--- config.mk ---
export PLATFORM = sky130hd
export DESIGN_NAME = reg_scoreboard_flat
export DESIGN_NICKNAME = d
export VERILOG_FILES = /design/src/rtl/reg_scoreboard_if.sv /design/src/rtl/reg_scoreboard.sv /design/src/flat_wrapper.sv
export SDC_FILE = /design/constraint.sdc
export NUM_CORES = 1
export LEC_CHECK = 0
export BUFFER_PORTS_ARGS = -buffer_cell sky130_fd_sc_hd__buf_2
export CAP_MARGIN = 10
export CORE_UTILIZATION = 29
export CTS_CLUSTER_DIAMETER = 200
export DETAILED_ROUTE_END_ITERATION = 6
export PLACE_DENSITY_LB_ADDON = 0.2
export SLEW_MARGIN = 40
export SYNTH_ARGS = -nofsm -noshare
export SYNTH_HDL_FRONTEND = slang
export SYNTH_SLANG_ARGS = --single-unit
--- constraint.sdc ---
create_clock -name clk -period 6.4 [get_ports clk]
set_input_delay 0.32 -clock clk [delete_from_list [all_inputs] [get_ports clk]]
set_output_delay 0.32 -clock clk [all_outputs]
set_load 0.01 [all_outputs]
--- src/rtl/reg_scoreboard_if.sv ---
// reg_scoreboard_if: decode/writeback/kill bundle for the register hazard scoreboard.
//   master : decode side. Drives issue, writeback and kill requests, and reads
//            stall, issue_ack, busy_vec, sb_err and stall_cycles.
//   slave  : scoreboard side, with every direction reversed.
`timescale 1ns/1ps
interface reg_scoreboard_if #(
  parameter int unsigned NREGS = 16,
  parameter int unsigned AW    = 4
) ();
  logic             issue_valid;
  logic [AW-1:0]    src1_addr;
  logic [AW-1:0]    src2_addr;
  logic             src1_used;
  logic             src2_used;
  logic [AW-1:0]    dst_addr;
  logic             dst_write;
  logic             wb_valid;
  logic [AW-1:0]    wb_addr;
  logic             kill_valid;
  logic [AW-1:0]    kill_addr;
  logic             stall;
  logic             issue_ack;
  logic [NREGS-1:0] busy_vec;
  logic             sb_err;
  logic [15:0]      stall_cycles;

  modport master (
    output issue_valid, src1_addr, src2_addr, src1_used, src2_used, dst_addr, dst_write,
    output wb_valid, wb_addr, kill_valid, kill_addr,
    input  stall, issue_ack, busy_vec, sb_err, stall_cycles
  );

  modport slave (
    input  issue_valid, src1_addr, src2_addr, src1_used, src2_used, dst_addr, dst_write,
    input  wb_valid, wb_addr, kill_valid, kill_addr,
    output stall, issue_ack, busy_vec, sb_err, stall_cycles
  );
endinterface

--- src/rtl/reg_scoreboard.sv ---
// reg_scoreboard: per-register pending-write counters that gate issue out of decode.
//   clk          : clock; all state changes on the rising edge
//   rst          : synchronous, active-high reset
//   sb (slave)   : issue request (sources, destination), writeback and kill releases.
//                  It returns stall and issue_ack (both combinational), busy_vec,
//                  the sticky underflow flag sb_err and the saturating stall_cycles.
// Optional feature: define SCOREBOARD_WB_BYPASS_EN when the register file forwards
// same-cycle writes. A source whose last pending write retires this cycle is then
// not a hazard. Kill releases never bypass.
`timescale 1ns/1ps
module reg_scoreboard #(
  parameter int unsigned NREGS   = 16,
  parameter int unsigned AW      = 4,
  parameter int unsigned MAXPEND = 3
) (
  input logic             clk,
  input logic             rst,
  reg_scoreboard_if.slave sb
);
  localparam int unsigned CW = $clog2(MAXPEND + 1);
  typedef logic [CW-1:0] cnt_t;

  cnt_t        cnt_q [NREGS];
  cnt_t        cnt_d [NREGS];
  logic        sb_err_q;
  logic        err_set;
  logic [15:0] stall_cycles_q;

  cnt_t src1_cnt, src2_cnt, dst_cnt;
  logic src1_haz, src2_haz, dst_haz;
  logic stall, issue_ack;

  // Entry 0 is held at zero, so R0 always reads as not busy.
  assign src1_cnt = cnt_q[sb.src1_addr];
  assign src2_cnt = cnt_q[sb.src2_addr];
  assign dst_cnt  = cnt_q[sb.dst_addr];

  always_comb begin
    src1_haz = sb.src1_used && (sb.src1_addr != '0) && (src1_cnt != '0);
    src2_haz = sb.src2_used && (sb.src2_addr != '0) && (src2_cnt != '0);
`ifdef SCOREBOARD_WB_BYPASS_EN
    // The last outstanding write lands this cycle and is forwarded to the read.
    if (src1_cnt == cnt_t'(1) && sb.wb_valid && (sb.wb_addr == sb.src1_addr)) src1_haz = 1'b0;
    if (src2_cnt == cnt_t'(1) && sb.wb_valid && (sb.wb_addr == sb.src2_addr)) src2_haz = 1'b0;
`endif
    // Blocking at MAXPEND is what keeps the counters from overflowing.
    dst_haz   = sb.dst_write && (sb.dst_addr != '0) && (dst_cnt == cnt_t'(MAXPEND));
    stall     = sb.issue_valid && (src1_haz || src2_haz || dst_haz);
    issue_ack = sb.issue_valid && !stall;
  end

  assign sb.stall        = stall;
  assign sb.issue_ack    = issue_ack;
  assign sb.sb_err       = sb_err_q;
  assign sb.stall_cycles = stall_cycles_q;

  always_comb begin
    sb.busy_vec = '0;
    for (int unsigned i = 1; i < NREGS; i++) begin
      sb.busy_vec[i] = (cnt_q[i] != '0);
    end
  end

  // Increment and both releases are folded into one signed-free update per register.
  // Releases beyond count+inc clamp to zero and flag an error.
  always_comb begin
    err_set  = 1'b0;
    cnt_d[0] = '0;
    for (int unsigned i = 1; i < NREGS; i++) begin
      logic        inc;
      logic [1:0]  dec;
      logic [CW:0] sum;
      inc = issue_ack && sb.dst_write && (sb.dst_addr == AW'(i));
      dec = 2'(sb.wb_valid && (sb.wb_addr == AW'(i))) +
            2'(sb.kill_valid && (sb.kill_addr == AW'(i)));
      sum = {1'b0, cnt_q[i]} + (CW+1)'(inc);
      if ((CW+1)'(dec) > sum) begin
        cnt_d[i] = '0;
        err_set  = 1'b1;
      end else begin
        cnt_d[i] = CW'(sum - (CW+1)'(dec));
      end
    end
  end

  always_ff @(posedge clk) begin
    if (rst) begin
      for (int unsigned i = 0; i < NREGS; i++) begin
        cnt_q[i] <= '0;
      end
      sb_err_q       <= 1'b0;
      stall_cycles_q <= '0;
    end else begin
      for (int unsigned i = 0; i < NREGS; i++) begin
        cnt_q[i] <= cnt_d[i];
      end
      if (err_set) sb_err_q <= 1'b1;
      if (stall && (stall_cycles_q != 16'hFFFF)) stall_cycles_q <= stall_cycles_q + 16'd1;
    end
  end
endmodule

--- src/flat_wrapper.sv ---
// flat-port wrapper written by rule: the top's interface ports become plain ports
module reg_scoreboard_flat 
#(
  parameter int unsigned NREGS   = 16,
  parameter int unsigned AW      = 4,
  parameter int unsigned MAXPEND = 3
)
  (clk, rst, sb_issue_valid, sb_src1_addr, sb_src2_addr, sb_src1_used, sb_src2_used, sb_dst_addr, sb_dst_write, sb_wb_valid, sb_wb_addr, sb_kill_valid, sb_kill_addr, sb_stall, sb_issue_ack, sb_busy_vec, sb_sb_err, sb_stall_cycles);
  reg_scoreboard_if #(.NREGS(NREGS), .AW(AW)) sb_i ();
  input logic clk;
  input logic rst;
  input wire logic [$bits(sb_i.issue_valid)-1:0] sb_issue_valid;
  input wire logic [$bits(sb_i.src1_addr)-1:0] sb_src1_addr;
  input wire logic [$bits(sb_i.src2_addr)-1:0] sb_src2_addr;
  input wire logic [$bits(sb_i.src1_used)-1:0] sb_src1_used;
  input wire logic [$bits(sb_i.src2_used)-1:0] sb_src2_used;
  input wire logic [$bits(sb_i.dst_addr)-1:0] sb_dst_addr;
  input wire logic [$bits(sb_i.dst_write)-1:0] sb_dst_write;
  input wire logic [$bits(sb_i.wb_valid)-1:0] sb_wb_valid;
  input wire logic [$bits(sb_i.wb_addr)-1:0] sb_wb_addr;
  input wire logic [$bits(sb_i.kill_valid)-1:0] sb_kill_valid;
  input wire logic [$bits(sb_i.kill_addr)-1:0] sb_kill_addr;
  output wire logic [$bits(sb_i.stall)-1:0] sb_stall;
  output wire logic [$bits(sb_i.issue_ack)-1:0] sb_issue_ack;
  output wire logic [$bits(sb_i.busy_vec)-1:0] sb_busy_vec;
  output wire logic [$bits(sb_i.sb_err)-1:0] sb_sb_err;
  output wire logic [$bits(sb_i.stall_cycles)-1:0] sb_stall_cycles;
  assign sb_i.issue_valid = sb_issue_valid;
  assign sb_i.src1_addr = sb_src1_addr;
  assign sb_i.src2_addr = sb_src2_addr;
  assign sb_i.src1_used = sb_src1_used;
  assign sb_i.src2_used = sb_src2_used;
  assign sb_i.dst_addr = sb_dst_addr;
  assign sb_i.dst_write = sb_dst_write;
  assign sb_i.wb_valid = sb_wb_valid;
  assign sb_i.wb_addr = sb_wb_addr;
  assign sb_i.kill_valid = sb_kill_valid;
  assign sb_i.kill_addr = sb_kill_addr;
  assign sb_stall = sb_i.stall;
  assign sb_issue_ack = sb_i.issue_ack;
  assign sb_busy_vec = sb_i.busy_vec;
  assign sb_sb_err = sb_i.sb_err;
  assign sb_stall_cycles = sb_i.stall_cycles;
  reg_scoreboard #(.NREGS(NREGS), .AW(AW), .MAXPEND(MAXPEND)) u_core (.clk(clk), .rst(rst), .sb(sb_i));
endmodule
==> results of run 1 <==
kinds of logic (layout without fill, tap and decap cells):
group / Yosys count / after routing / share of synthesized area (%)
AO/OA/AOI/OAI: 73 / 73 / 10.23
XOR/XNOR: 15 / 15 / 2.918
adder cells (fa/ha/maj): 91 / 91 / 25.29
buffers and inverters: 70 / 124 / 6.059
flip-flops: 47 / 47 / 20.90
multiplexers: 23 / 23 / 6.392
other: 1 / 1 / 0.08330
AND/OR/NAND/NOR: 241 / 241 / 28.13
critical path, cell delays in order, from the launching register on:
cell and delay [ns]:
dfxtp_1 0.35, or2_2 0.34, mux2_2 0.27, a221oi_1 0.30
nor4b_1 0.12, nor4_1 0.49, nand4_1 0.37, nor3_1 0.40
ha_1 0.22, ha_1 0.22, inv_1 0.06, ha_1 0.25
nor2b_1 0.14, o21ai_0 0.27, nand4_1 0.17, nor4_1 0.29
nor2_1 0.06
through the flow:
step | area (µm²) | hold WS [ns]
final | 5156 | 0.4981
after global routing | 5156 | 0.5297
after CTS | 5156 | 0.5012
after detailed placement | 4987 | 0.4850
after global placement | 4987 | 0.4870
after floorplan | 4502 | 0.5038
final cells by class:
class	instances	area share, %
clock buffers	5	2.427
multi-input cells	444	63.92
inverters	54	3.931
well taps	188	4.562
repair buffers	62	6.066
clock inverters	3	0.8493
flip-flops and latches	47	18.25
routing by layer:
metal  vias up  track usage, %
met5         -               0
met4         0           3.685
met3        10           2.657
met2        79           27.04
met1      1858           19.83
li1       2051               -
worst min-delay path by stage:
stage,from,endpoint,slack (ns),depth (start not counted)
floorplan,u_core.sb.stall_cycles[14],u_core.sb.stall_cycles[14],0.50,2
global placement,u_core.sb.stall_cycles[14],u_core.sb.stall_cycles[14],0.49,2
detailed placement,u_core.sb.stall_cycles[14],u_core.sb.stall_cycles[14],0.49,2
CTS,u_core.sb.stall_cycles[14],u_core.sb.stall_cycles[14],0.50,2
global route,u_core.sb.stall_cycles[10],u_core.sb.stall_cycles[10],0.53,2
finish,u_core.sb.stall_cycles[14],u_core.sb.stall_cycles[14],0.50,2
registers in the layout, summed over array words and instances, names as in the netlist:
signal / count
u_core.cnt_q: 30
u_core.sb.stall_cycles: 16
u_core.sb.sb_err: 1
power by group through the flow:
stage,Clock [mW],Combinational (mW),Sequential (mW)
after floorplan,0,0.136,0.319
after global placement,0,0.193,0.325
after detailed placement,0,0.198,0.325
after CTS,0.322,0.199,0.318
after global routing,0.330,0.223,0.320
final,0.309,0.197,0.318
layout by cell type, fill, tap and decap left out, types with 15 or more instances in the layout:
cell	synthesis	final
inv_1	54	54
nor3_1	24	24
o21ai_0	23	23
ha_1	91	91
nor2b_1	32	32
buf_2	2	61
nor2_1	81	81
mux2_2	16	16
xor2_1	15	15
a21oi_1	25	25
nand2b_1	25	25
dfxtp_1	47	47
nand2_1	16	16
==> results.sh, run 1 <==
export IMPL_leakagePower_nw=2.411
export IMPL_relSlewSlack_pct=49.81
export IMPL_postLayoutSetupSlackWorst_ns=1.935
export IMPL_grt_pass1_vias=3978
export IMPL_dp_hpwl_um=9851
export IMPL_rr_endpoint="u_core.sb.sb_err"
export IMPL_p_per_area_nw_per_um2=159.8
export IMPL_synth_nets=680
export IMPL_status="finished, final reports clean"
export IMPL_period_share_pct=69.77
export IMPL_grt_pass1_wl_um=19560
export IMPL_critPathLaunch="u_core.cnt_q[2][0]"
export IMPL_wl_per_cell_um=14.81
export IMPL_cts_tree="yes"
export IMPL_synth_edff_count=0
export IMPL_fin_total_pwr_mw=0.8239
export IMPL_final_core_util_pct=33.92
export IMPL_clock_sinks=47
export IMPL_pwr_share_comb_pct=23.9
export IMPL_endpoint="u_core.sb.sb_err"
export IMPL_crit_path_start_kind="register"
export IMPL_place_port_buffers=61
export IMPL_cts_setup_buffers=0
export IMPL_reg2reg_slack_ns=1.93
export IMPL_clock_skew_ns=0.009163
export IMPL_setup_viol=0
export IMPL_dp_cells=795
export IMPL_antenna_found_initial=0
export IMPL_antenna_left=0
export IMPL_dieArea_um2=16030
export IMPL_p_sw_share_pct=30.74
export IMPL_rsz0062_at_grt="false"
export IMPL_synth_largest_area_cell="ha_1"
export IMPL_async_reset_ff_share_pct=0
export IMPL_synthesis_area_um2=4502
export IMPL_layout_cells_non_filler=803
export IMPL_synth_common_cells="91 x ha_1, 81 x nor2_1, 54 x inv_1"
export IMPL_yosysSeqAreaShare_pct=20.90
export IMPL_synth_most_common_cell="ha_1"
export IMPL_pre_cts_ws_ns=1.708
export IMPL_clk_pin_slew_ns=0.07
export IMPL_grt_max_degree=43
export IMPL_synth_area_leaders="ha_1 25%, dfxtp_1 21%, nor2_1 6.8%"
export IMPL_met3_length_um=461
export IMPL_reg2regPathDepth=16
export IMPL_hold_class="register to register"
export IMPL_ioPinCount=63
export IMPL_top_layer_used="met4"
export IMPL_syn_area_per_cell_um2=8.025
export IMPL_cts_htree_levels=2
export IMPL_clockRootBuffer="clkbuf_16"
export IMPL_critical_path_peak_fanout=8
export IMPL_drtIter0Drc=147
export IMPL_fillers=1634
export IMPL_numCtsBuffers=5
export IMPL_die_w_um=126.6
export IMPL_row_count=45
export IMPL_synth_cell_types=46
export IMPL_cts_buffer_depth=2
export IMPL_synth_top_area_share_pct=25.29
export IMPL_power_internal_mw=0.5706
export IMPL_netSwitchingPower_mw=0.2533
export IMPL_final_max_slew_viol_count=0
export IMPL_area_delta_synth_final_pct=14.54
export IMPL_end_kind="register"
export IMPL_nNetsFinal=733
export IMPL_ctsResizeCount=0
export IMPL_timing_rr_start="u_core.cnt_q[2][0]"
export IMPL_synth_ff_type="dfxtp_1"
export IMPL_yosys_register_bits=47
export IMPL_crit_arrival_ns=4.63
export IMPL_coreArea_um2=15200
export IMPL_vias_per_cell=4.979
export IMPL_maxCapViolCount=0
export IMPL_place_gp_congestion=0.8219
export IMPL_drive_gt1_share_pct=16.91
export IMPL_max_freq_mhz=223.9
export IMPL_clockPowerShare_pct=37.5
export IMPL_yosysWarnings=0
export IMPL_grt_overflow=0
export IMPL_grt_usage_pct=15.51
export IMPL_setup_tns_ns=0
export IMPL_ir_worst_vdd_mv=0.09284
export IMPL_multi_input_area_um2=3296
export IMPL_period_minus_slack_ns=4.465
export IMPL_initial_core_util_pct=29.61
export IMPL_wl_um=11890
export IMPL_clock_latency_ns=0.30
export IMPL_num_antenna_cells=0
export IMPL_seq_area_um2=940.9
export IMPL_vias=3998
export IMPL_drtPass1Iterations=4
export IMPL_path_class="register to register"
export IMPL_met2_length_um=5635
export IMPL_ctsHoldBuffers=0
export IMPL_worst_pin_slew_ns=0.7528
export IMPL_synthCells=561
export IMPL_drc=0
export IMPL_final_hold_violation_count=0
export IMPL_met1_length_um=5671
export IMPL_required_ns=6.56
export IMPL_die_h_um=126.6
export IMPL_pwr_share_seq_pct=38.6
Power figures use the tool's default switching activity.
==> run 2: changes to the inputs <==
--- a/config.mk
+++ b/config.mk
@@ -5,6 +5,7 @@
 export SDC_FILE = /design/constraint.sdc
 export NUM_CORES = 1
 export LEC_CHECK = 0
+export ABC_AREA = 1
 export BUFFER_PORTS_ARGS = -buffer_cell sky130_fd_sc_hd__buf_2
 export CAP_MARGIN = 10
 export CORE_UTILIZATION = 29
==> constraint.sdc (replaced) <==
create_clock -name clk -period 4 [get_ports clk]
set_input_delay 0.2 -clock clk [delete_from_list [all_inputs] [get_ports clk]]
set_output_delay 0.2 -clock clk [all_outputs]
set_load 0.01 [all_outputs]
==> run 2 against run 1 <==
Against the previous run:
- critical path type unchanged
- synthesized area rose by 7.4%
- flip-flop and latch count did not move
- combinational power rose by 76%
- power rose by 59%
- largest power group unchanged
- sequential share of layout area fell by 1.1 points
==> results.sh, run 2 <==
export IMPL_status="finished, final reports clean"
export IMPL_drive_gt1_share_pct=14.01
export IMPL_largest_register="u_core.cnt_q"
export IMPL_fillers=1770
export IMPL_num_antenna_cells=0
export IMPL_yosysWarnings=0
export IMPL_synth_ff_type="dfxtp_1"
export IMPL_relSlewSlack_pct=61.48
export IMPL_fin_total_pwr_mw=1.312
export IMPL_leakagePower_nw=2.946
export IMPL_maxCapViolCount=0
export IMPL_numCtsBuffers=5
export IMPL_row_count=46
export IMPL_setup_tns_ns=0
export IMPL_rsz0062_at_grt="false"
export IMPL_clk_pin_slew_ns=0.07
export IMPL_grt_max_degree=24
export IMPL_syn_area_per_cell_um2=6.658
export IMPL_yosys_register_bits=47
export IMPL_vias=4583
export IMPL_grt_usage_pct=15.76
export IMPL_coreArea_um2=16060
export IMPL_synth_cell_types=32
export IMPL_area_delta_synth_final_pct=13.85
export IMPL_drtPass1Iterations=5
export IMPL_layout_commonest_cell="nand2_1"
export IMPL_timing_rr_start="u_core.cnt_q[2][0]"
export IMPL_worst_pin_slew_ns=0.5777
export IMPL_cpPeakStageDelay_ns=0.35
export IMPL_final_max_slew_viol_count=0
export IMPL_critical_path_peak_fanout=4
export IMPL_synth_common_cells="132 x nand2_1, 127 x inv_1, 116 x nor2_1"
export IMPL_synthCells=726
export IMPL_cts_buffer_depth=2
export IMPL_seq_area_um2=940.9
export IMPL_reg2regPathDepth=21
export IMPL_hold_class="input pin to register"
export IMPL_async_reset_ff_share_pct=0
export IMPL_wl_um=13350
export IMPL_ioPinCount=63
export IMPL_drtIter0Drc=236
export IMPL_grt_overflow=0
export IMPL_synth_nets=845
export IMPL_layout_cells_most_common_list="132 x nand2_1, 127 x inv_1, 116 x nor2_1, 91 x ha_1, 64 x nand3_1"
export IMPL_postLayoutSetupSlackWorst_ns=0.5281
export IMPL_crit_arrival_ns=3.63
export IMPL_synth_most_common_cell="nand2_1"
export IMPL_antenna_found_initial=0
export IMPL_multi_input_area_um2=3323
export IMPL_end_kind="register"
export IMPL_ctsHoldBuffers=0
export IMPL_clock_skew_ns=0.01074
export IMPL_nNetsFinal=903
export IMPL_p_per_area_nw_per_um2=238.3
export IMPL_dieArea_um2=17190
export IMPL_final_hold_violation_count=0
export IMPL_path_class="register to register"
export IMPL_crit_slowest_cell="dfxtp_1"
export IMPL_clock_latency_ns=0.29
export IMPL_path_cells="nor2_1, nand2_1, nand3_1, nand2_1, nand2_1, nand3_1, nand3_1, nand3_4, nor3_4, nand2_2, nor2_1, ha_1, ha_1, inv_1, ha_1, inv_1, nor2_1, o21ai_0, nand4_1, nor4_1, a31oi_1"
export IMPL_final_core_util_pct=34.27
export IMPL_period_share_pct=86.80
export IMPL_largest_reg_flops=30
export IMPL_grt_pass1_vias=4190
export IMPL_hold_path_end="u_core.sb.stall_cycles[11]"
export IMPL_clockRootBuffer="clkbuf_16"
export IMPL_synth_top_area_share_pct=23.56
export IMPL_max_freq_mhz=288.0
export IMPL_whs_path_depth=3
export IMPL_synthesis_area_um2=4833
export IMPL_die_h_um=131.1
export IMPL_cts_htree_levels=2
export IMPL_crit_path_start_kind="register"
export IMPL_period_minus_slack_ns=3.472
export IMPL_synth_edff_count=0
export IMPL_antenna_left=0
export IMPL_cts_setup_buffers=0
export IMPL_drc=0
export IMPL_place_port_buffers=61
export IMPL_cts_tree="yes"
export IMPL_ir_worst_vdd_mv=0.1526
export IMPL_vias_per_cell=4.578
export IMPL_reg2reg_slack_ns=0.53
export IMPL_dp_hpwl_um=11070
export IMPL_pre_cts_ws_ns=0.4158
export IMPL_initial_core_util_pct=30.10
export IMPL_yosysSeqAreaShare_pct=19.47
export IMPL_wl_per_cell_um=13.34
export IMPL_required_ns=4.16
export IMPL_rr_endpoint="u_core.sb.sb_err"
export IMPL_synth_area_leaders="ha_1 24%, dfxtp_1 19%, nand2_1 10%"
export IMPL_hold_path_startpoint="sb_issue_valid"
export IMPL_grt_pass1_wl_um=21700
export IMPL_clock_sinks=47
export IMPL_die_w_um=131.1
export IMPL_place_gp_congestion=0.8436
export IMPL_synth_largest_area_cell="ha_1"
export IMPL_ctsResizeCount=0
export IMPL_setup_viol=0
-- run 2: changes by cell type after synthesis, sizes merged, moves of 9 or more --
cell,delta
nand2,+128
nor3,-9
xor2,+10
nor2b,-32
inv,+75
nand4,+10
mux2,-16
nand3,+58
nor2,+37
nand2b,-25
o21ai,-10
-- run 2: area by class of cell --
class / instances / area share, %
repair buffers: 63 / 5.821
inverters: 130 / 8.868
well taps: 216 / 4.911
clock buffers: 7 / 2.774
flip-flops and latches: 47 / 17.10
clock inverters: 1 / 0.1364
multi-input cells: 537 / 60.39
-- run 2: logic make-up (layout without fill, tap and decap cells) --
group           Yosys count  after routing  synth area share, %
flops                    47             47                19.47
other cells               1              1              0.07759
compound gates           43             43                5.462
xor+xnor                 29             29                5.255
fa+ha+maj                91             91                23.56
simple gates            373            373                34.40
buf+inv                 142            201                11.78
-- run 2: layer usage --
metal / part of all wire (%) / track usage [%]
met1: 54 / 23.87
met2: 40 / 23.29
met5: 0 / 0
met3: 4.8 / 2.083
met4: 0.83 / 3.333
-- run 2: worst max-delay path by stage --
| stage | from | cells past startpoint | to | slack [ns] |
|---|---|---|---|---|
| 6_report | u_core.cnt_q[2][0] | 21 | u_core.sb.sb_err | 0.53 |
| 3_5_place_dp | sb_dst_addr[0] | 23 | u_core.sb.sb_err | 0.42 |
| 5_1_grt | u_core.cnt_q[2][0] | 21 | u_core.sb.sb_err | 0.18 |
| 3_3_place_gp | sb_dst_addr[0] | 23 | u_core.sb.sb_err | 0.43 |
| 2_1_floorplan | u_core.cnt_q[4][0] | 20 | u_core.sb.sb_err | 0.99 |
| 4_1_cts | u_core.cnt_q[2][0] | 21 | u_core.sb.sb_err | 0.53 |
-- run 2: power by group --
group	switching [mW]	leakage (nW)	total, mW	internal, mW
sequential	0.0210	0.381	0.508	0.486
clock	0.192	0.0761	0.458	0.266
combinational	0.218	2.49	0.346	0.128
total	0.431	2.95	1.31	0.881
-- run 2: per-stage QoR --
| step | cell area (µm²) | hold slack, ns | cells |
|---|---|---|---|
| final | 5503 | 0.3915 | 1001 |
| after detailed placement | 5343 | 0.4908 | 993 |
| after CTS | 5503 | 0.3693 | 1001 |
| after floorplan | 4833 | 0.3697 | 726 |
| after global routing | 5503 | 0.3934 | 1001 |
| after global placement | 5343 | 0.4915 | 993 |
-- run 2: critical path: cells and delay by family (launching register included) --
family / cells / cell delay (ns)
DFF: 1 / 0.35
and+or+nand+nor: 14 / 1.79
AOI/OAI and AO/OA: 2 / 0.39
adders and majority gates: 3 / 0.66
buffers and inverters: 2 / 0.13
